--- config.mk ---
export PLATFORM = sky130hd
export DESIGN_NAME = fetch_unit
export DESIGN_NICKNAME = d
export VERILOG_FILES = /design/src/rtl/fetch_unit.sv
export SDC_FILE = /design/constraint.sdc
export NUM_CORES = 1
export LEC_CHECK = 0
export ABC_CLOCK_PERIOD_IN_PS = 2950
export CAP_MARGIN = 10
export CORE_ASPECT_RATIO = 1.75
export CORE_MARGIN = 1
export CORE_UTILIZATION = 54
export CTS_CLUSTER_DIAMETER = 80
export DETAILED_ROUTE_END_ITERATION = 10
export PLACE_DENSITY = 0.83
export SKIP_CTS_REPAIR_TIMING = 1
export SYNTH_ARGS = -nofsm -noshare
export SYNTH_HDL_FRONTEND = slang
export SYNTH_SLANG_ARGS = --single-unit
--- constraint.sdc ---
create_clock -name CLK -period 2.95 [get_ports CLK]
set_input_delay 0.59 -clock CLK [delete_from_list [all_inputs] [get_ports CLK]]
set_output_delay 0.59 -clock CLK [all_outputs]
set_load 0.02 [all_outputs]
--- src/rtl/fetch_unit.sv ---
// fetch_unit: decoupled, prefetching instruction-fetch stage.
//
// Issues reads to a synchronous instruction memory (data returns one cycle
// after imem_rd), buffers the returned words with their PCs in a small FIFO
// and presents the head to decode over a valid/ready handshake. Handles
// start/restart, branch redirects, halt detection and two saturating
// counters.
//
// Ports:
//   CLK, reset (async, active low)
//   start, start_addr           - (re)start fetching at start_addr
//   imem_addr, imem_rd          - memory read request
//   imem_data                   - read data, valid the cycle after imem_rd
//   instr_out, instr_pc         - FIFO head word and its PC
//   instr_valid, instr_ready    - decode handshake
//   redirect, redirect_pc       - taken branch / jump target
//   halt                        - halt word has been consumed
//   cycle_ct, instr_ct          - active cycles / accepted instructions
module fetch_unit #(
   parameter int                 PC_W       = 10,
   parameter int                 INSTR_W    = 9,
   parameter int                 DEPTH      = 4,
   parameter int                 CNT_W      = 16,
   parameter logic [INSTR_W-1:0] HALT_INSTR = '1
) (
   input  logic               CLK,
   input  logic               reset,
   input  logic               start,
   input  logic [PC_W-1:0]    start_addr,
   output logic [PC_W-1:0]    imem_addr,
   output logic               imem_rd,
   input  logic [INSTR_W-1:0] imem_data,
   output logic [INSTR_W-1:0] instr_out,
   output logic [PC_W-1:0]    instr_pc,
   output logic               instr_valid,
   input  logic               instr_ready,
   input  logic               redirect,
   input  logic [PC_W-1:0]    redirect_pc,
   output logic               halt,
   output logic [CNT_W-1:0]   cycle_ct,
   output logic [CNT_W-1:0]   instr_ct
);

   localparam int AW = $clog2(DEPTH);

   typedef enum logic [1:0] {IDLE, RUN, DRAIN, HALTED} state_t;

   typedef struct packed {
      logic [INSTR_W-1:0] instr;
      logic [PC_W-1:0]    pc;
   } entry_t;

   state_t          state, state_nx;
   entry_t          mem [DEPTH];
   logic [AW-1:0]   wptr, rptr;
   logic [AW:0]     count;
   logic [PC_W-1:0] fetch_pc;
   // one-deep tracking of the outstanding read
   logic            rsp_vld, rsp_epoch, epoch;
   logic [PC_W-1:0] rsp_pc;

   logic            active, flush, push, pop, halt_push, halt_pop;
   logic [AW+1:0]   occ;

   assign active      = (state == RUN) || (state == DRAIN);
   // start acts in any state; redirect only while fetching or draining
   assign flush       = start | (redirect & active);
   // buffered words plus the read in flight bound the FIFO, so a push can
   // never find it full without a matching pop
   assign occ         = {1'b0, count} + (AW+2)'(rsp_vld);
   assign imem_rd     = (state == RUN) & ~start & ~redirect & (occ < (AW+2)'(DEPTH));
   assign imem_addr   = fetch_pc;

   // responses from a previous epoch or arriving after fetch stopped are dropped
   assign push        = rsp_vld & (rsp_epoch == epoch) & (state == RUN) & ~flush;
   assign instr_valid = (count != '0);
   assign pop         = instr_valid & instr_ready & ~flush;
   assign instr_out   = mem[rptr].instr;
   assign instr_pc    = mem[rptr].pc;
   assign halt_push   = push & (imem_data == HALT_INSTR);
   assign halt_pop    = pop & (state == DRAIN) & (instr_out == HALT_INSTR);

   always_ff @(posedge CLK or negedge reset) begin
      if (!reset) state <= IDLE;
      else        state <= state_nx;
   end

   always_comb begin
      state_nx = state;
      case (state)
         IDLE:    state_nx = IDLE;
         RUN:     if (halt_push) state_nx = DRAIN;
         DRAIN:   if (redirect) state_nx = RUN;
                  else if (halt_pop) state_nx = HALTED;
         HALTED:  state_nx = HALTED;
         default: state_nx = IDLE;
      endcase
      if (start) state_nx = RUN;
   end

   always_ff @(posedge CLK or negedge reset) begin
      if (!reset) begin
         for (int i = 0; i < DEPTH; i++) mem[i] <= '0;
         wptr      <= '0;
         rptr      <= '0;
         count     <= '0;
         fetch_pc  <= '0;
         epoch     <= 1'b0;
         rsp_vld   <= 1'b0;
         rsp_epoch <= 1'b0;
         rsp_pc    <= '0;
         halt      <= 1'b0;
         cycle_ct  <= '0;
         instr_ct  <= '0;
      end else begin
         rsp_vld   <= imem_rd;
         rsp_epoch <= epoch;
         rsp_pc    <= fetch_pc;

         if (flush) begin
            wptr     <= '0;
            rptr     <= '0;
            count    <= '0;
            epoch    <= ~epoch;
            fetch_pc <= start ? start_addr : redirect_pc;
         end else begin
            if (push) begin
               mem[wptr] <= '{instr: imem_data, pc: rsp_pc};
               wptr      <= wptr + AW'(1);
            end
            if (pop) rptr <= rptr + AW'(1);
            count <= count + (AW+1)'(push) - (AW+1)'(pop);
            if (imem_rd) fetch_pc <= fetch_pc + PC_W'(1);
         end

         if (start) begin
            halt     <= 1'b0;
            cycle_ct <= '0;
            instr_ct <= '0;
         end else begin
            if (halt_pop) halt <= 1'b1;
            if (active && cycle_ct != '1) cycle_ct <= cycle_ct + CNT_W'(1);
            if (pop && instr_ct != '1)    instr_ct <= instr_ct + CNT_W'(1);
         end
      end
   end

endmodule
**Word-level counts from Yosys, hierarchy flattened**

Cells that the tools add are included.

- Flip-flop bits (word level): 141
- Input port bits: 34
- Output and inout bits: 64
- Logic and storage cells: 100

- Add/sub/neg operators: 8
- $lt $le $gt $ge: 4
- Eq/ne operators: 10
- Mux-type cells: 25
- Bitwise gates (word level): 19
- Reductions and logical operators: 14

Operators with widths:

| kind | count |
|---|---|
| bitwise mux 76 bit | 1 |
| two-way mux 16 bit | 4 |
| two-way mux 19 bit | 3 |
| binary-select mux 19 bit (select 2 bit) | 1 |
| demux 19 bit (select 2 bit) | 1 |
| adder 16 x 1 -> 16 bit (second input constant) | 2 |
| inequality test 16 bit (second input constant) | 2 |
| two-way mux 10 bit | 3 |
| == test 9 bit (second input constant) | 2 |
| two-way mux 2 bit | 8 |
| bitwise AND 1 bit | 12 |
| nonzero test 2 bit | 6 |
| adder 10 x 1 -> 10 bit (second input constant) | 1 |
| case mux 2 bit (4 select lines) | 1 |
| greater-or-equal comparator 3 bit (second input constant) | 2 |
| NOT 2 -> 3 bit | 2 |
| adder 2 x 1 -> 2 bit (second input constant) | 2 |
| adder 3 x 1 -> 4 bit | 1 |
| == test 2 bit (second input constant) | 2 |
| < comparator 4 x 3 -> 1 bit (second input constant) | 1 |
| inequality test 4 bit (second input constant) | 1 |
| NOT 1 bit | 4 |
| AND reduction 2 bit | 2 |
| adder 3 x 1 -> 3 bit | 1 |
| other kinds (12) | 15 |

**Logic depth before layout (Yosys ltp)**

- Word-level depth: 12
- Gate-level depth with buffers: 15
- Gate-level depth less buffers: 13

**Least setup slack after synthesis**

OpenSTA, ideal clock, no wires.

- Path kind: reg-to-reg
- From: register state[0]
- To: register count[2]
- Library setup time: 0.127 ns
- Arrival: 2.361 ns
- Required time: 2.823 ns
- Slack: 0.462 ns
- Cell stages (with the launch flop): 16
- Path buffers: 2
- Clock period less this slack: 2.488 ns
- Cell sequence: dfrtp_1 inv_1 ha_1 nor2b_1 buf_6 nor2_8 and2_1 buf_6 inv_2 ha_1 inv_1 ha_1 inv_1 fa_1 xnor2_1 nor2_1

- Word-level cells in the longest chain between the ends: 9
- Elaborated cells on any way between the ends: 12
- Those cells by class: 2 x add/sub; 2 x eq/ne; 1 x mux; 6 x bitwise; 1 x reduce/logical

Ends and longest elaborated chain:

| item | line | RTL |
|---|---|---|
| from (decl) | 53 | `state_t state, state_nx;` |
| from (signal assigned) | 85 | `else state <= state_nx;` |
| == test 2 x 1 -> 1 bit or == test 2 bit (tied branches) | 65, 75 |  |
| logical OR 1 bit | 65 | `assign active = (state == RUN) \|\| (state == DRAIN);` |
| bitwise AND 1 bit | 67 | `assign flush = start \| (redirect & active);` |
| bitwise OR 1 bit | 67 |  |
| NOT 1 bit (no line) | n/a |  |
| bitwise AND 1 bit | 75 | `assign push = rsp_vld & (rsp_epoch == epoch) & (state == RUN) & ~flush;` |
| adder 3 x 1 -> 3 bit | 132 | `count <= count + (AW+1)'(push) - (AW+1)'(pop);` |
| subtractor 3 x 1 -> 3 bit | 132 |  |
| two-way mux 3 bit * | 120 | `if (flush) begin` |
| to (signal assigned) | 132 |  |
| to (decl) | 56 | `logic [AW:0] count;` |

Mark *: on every way between the ends. The rest lies on a longest branch, timed or not.
A chain may end at the register's enable or synchronous reset.

**Worst setup path in the final report**

- From: register rptr[1]
- To: output port instr_pc[5]

- Word-level cells in the longest chain between the ends: 4

Ends and longest elaborated chain:

| item | line | RTL |
|---|---|---|
| from (decl) | 55 | `logic [AW-1:0] wptr, rptr;` |
| from (signal assigned) | 131 | `if (pop) rptr <= rptr + AW'(1);` |
| NOT 2 -> 3 bit (not written as such) | 79 | `assign instr_pc = mem[rptr].pc;` |
| binary-select mux 19 bit (select 2 bit) | 79 |  |
| two-way mux 19 bit (not written as such) (2 in series) | 79 |  |
| to (decl) | 34 | `output logic [PC_W-1:0] instr_pc,` |

Every way passes these cells. The select of a mux whose other input is x is not followed.

==> impl_results.md <==
* Post-synthesis adder-cell area fraction at 0.0275
* GRT Residual Overflow at 0
* Vias per inst at 5.64
* Power Density at 734 nW/um^2
* Slowest CP cell: dfrtp_1
* Worst Path Required at 2.36 ns
* Worst hold path type: primary input to async pin
* Total die area at 12800 sq um
* CP peak stage delay at 0.60 ns
* Placed cell area at 7930 sq um
* Share of flip-flops with an asynchronous set or reset at 1.00
* Die Span Y at 149 um
* Reg2reg start: state[0]
* Fmax at 355 MHz
* Maximum VDD drop at 641 uV
* Fin nets at 682
* Worst-Skew Late Latency at 0.41 ns
* Library cells used by synthesis at 55
* Post-synthesis mux area share at 0.205
* Commonest non-fill, non-tap cell in the layout: dfrtp_1
* Initial cell density of the core at 0.554
* PortBufs at 97
* Final Setup Violations at 0
* Crit-path max FO at 10
* Combinational family with the most area after synthesis: multiplexers
* First drt pass iteration count at 4
* CTS Sinks at 141
* Reg-to-reg slack, setup at 0.31 ns
* FF-to-FF End: count[2]
* Clk_skew at 0.00699 ns
* Worst Max-Slew Pin Slew at 0.662 ns
* Diode count at 0
* Post-synth EDFFs at 0
* Num ports at 98
* Die X at 85.9 um
* Static Leak at 3.93 nW
* RSZ-0062 raised after global routing: no
* Complex-gate fraction of the synthesized area at 0.0424
* Simple-gate share of the synthesized area at 0.119
* Row cnt at 53
* Top FF cell, synth: dfrtp_1
* Fin. max-slew vios at 0
* Final Power at 6.32 mW
* Netlist Area Pre-Place at 6650 sq um
* Most frequent cells in the layout: dfrtp_1 (141), clkdlybuf4s50_1 (94), mux2_2 (76)
* Largest area contributor in the netlist: dfrtp_1
* Cts bufs inserted at 17
* Minimum clock period at 2.82 ns
* # Max-Cap Violations at 0
* CTS root buf: clkbuf_16
* P&R area growth vs syn at 29.5%
* Detailed-route via count at 4574
* Mean Syn Cell Area at 12.9 sq um
* Post-Syn Instances at 516
* Final worst setup slack at 0.135 ns
* CP Cell Sequence: buf_4 -> mux4_2 -> clkdlybuf4s50_1
* Routability cong. at 0.839
* Initial antenna violation count at 0
* Max Root-Sink Buffers at 2
* Core Area at 12000 sq um
* Layout cells sized above 1 at 0.241
* Top post-synthesis cells by area: dfrtp_1 (53%), mux2_2 (13%), mux4_2 (3.7%), mux4_1 (3.2%), nor2_1 (3.0%)
* Yosys reg bits at 141
* R2R depth at 14
* Fin crit share at 0.954
* Vias in the first global route at 4979
* Total track usage at 0.254
* Routed WL at 15.2 mm
* # DRC at 0
* Final ANT Viol Nets at 0
* CTS tree: done
* Post-Synth XOR/XNOR Area at 0.0527
* Synthesized Nets at 564
* Crit Path Class: flip-flop to output port
* Fin area at 8610 sq um
* Critical path data arrival time at 2.23 ns
* Drt wl/cell at 18.8 um
* Global-route wire length before repair at 24.7 mm
* Worst hold slack at 0.156 ns
* Sequential fraction of the synthesis area at 0.531
* Status: completed
* Final Hold Vio Count at 0
* Place WS at 0.0110 ns
* Worst rel slew slack at 0.554
* DR iter-0 viols at 152
* Share of the synthesized area in the top cell type at 0.531
* Reg clk slew, reported paths at 0.06 ns
* Largest net degree at the start of global routing at 67
* DPL Wire Length at 10.6 mm
* H-tree levels at 4
* Setup tns final at 0 ns
* Synth Warn # at 0
* Crit end category: output port
* Startpoint types: flip-flop
## layer usage
| layer | track usage | vias up | part of all wire |
|---|---|---|---|
| met4 | 0.0858 | 0 | 0.021 |
| met1 | 0.274 | 2344 | 0.37 |
| li1 | - | 2090 | - |
| met2 | 0.476 | 112 | 0.57 |
| met3 | 0.0647 | 28 | 0.039 |
| met5 | 0 | - | 0 |
## where the power goes
group          internal, mW  switching (mW)
sequential             2.19           0.232
clock                  1.63           0.789
combinational         0.755           0.723
total                  4.58            1.74
## metrics by stage
step | instances | util
2_1_floorplan | 516 | -
3_3_place_gp | 780 | 0.661
3_5_place_dp | 780 | 0.661
4_1_cts | 811 | 0.717
5_1_grt | 811 | 0.717
6_report | 811 | 0.717
## area by class of cell
class	instances	area [sq um]
clock buffers	21	460
clock inverters	10	210
well taps	165	206
repair buffers	117	1180
inverters	12	45.0
multi-input cells	345	2980
flip-flops and latches	141	3530
fillers	788	3390
## registers in the layout (all words and copies together) (netlist names)
register and cells:
rsp_vld 1, cycle_ct 16, epoch 1, count 3
instr_ct 16, wptr 2, state 2, halt 1
imem_addr 10, rptr 2, mem 76, rsp_epoch 1
rsp_pc 10
## cells by family (layout without fill, tap and decap cells)
logic type                 after synthesis  in the layout
buffers and inverters                   30            160
DFF                                    141            141
muxes                                  100            100
and+or+nand+nor                        156            156
adders and majority gates               14             14
AOI/OAI and AO/OA                       35             35
xor gates and xnor gates                40             40
## critical path, delay by kind of cell (launching register included)
family / cells / cell delay (ns)
multiplexers: 1 / 0.35
buffers and inverters: 2 / 0.85
flip-flops: 1 / 0.60
## worst max path at each step
| stage | endpoint | slack (ns) | cells after the start | from |
|---|---|---|---|---|
| after CTS | imem_rd | -0.17 | 6 | count[1] |
| after detailed placement | count[2] | 0.01 | 13 | redirect |
| after floorplan | count[2] | 0.46 | 15 | state[0] |
| final | instr_pc[5] | 0.13 | 3 | rptr[1] |
| after global placement | count[2] | 0.11 | 13 | redirect |
| after global routing | instr_pc[5] | 0.07 | 3 | rptr[1] |
## synthesized netlist by cell type, drive strengths merged, types with 5 or more instances
master / number
a21oi: 8
and3: 7
buf: 15
dfrtp: 141
ha: 13
inv: 12
mux2: 76
mux2i: 5
mux4: 19
nand2: 32
nand3: 17
nand4: 6
nor2: 54
nor3: 11
nor4: 6
o21ai: 7
xnor2: 22
xor2: 18
No activity file was read; power rests on OpenSTA's default activity.
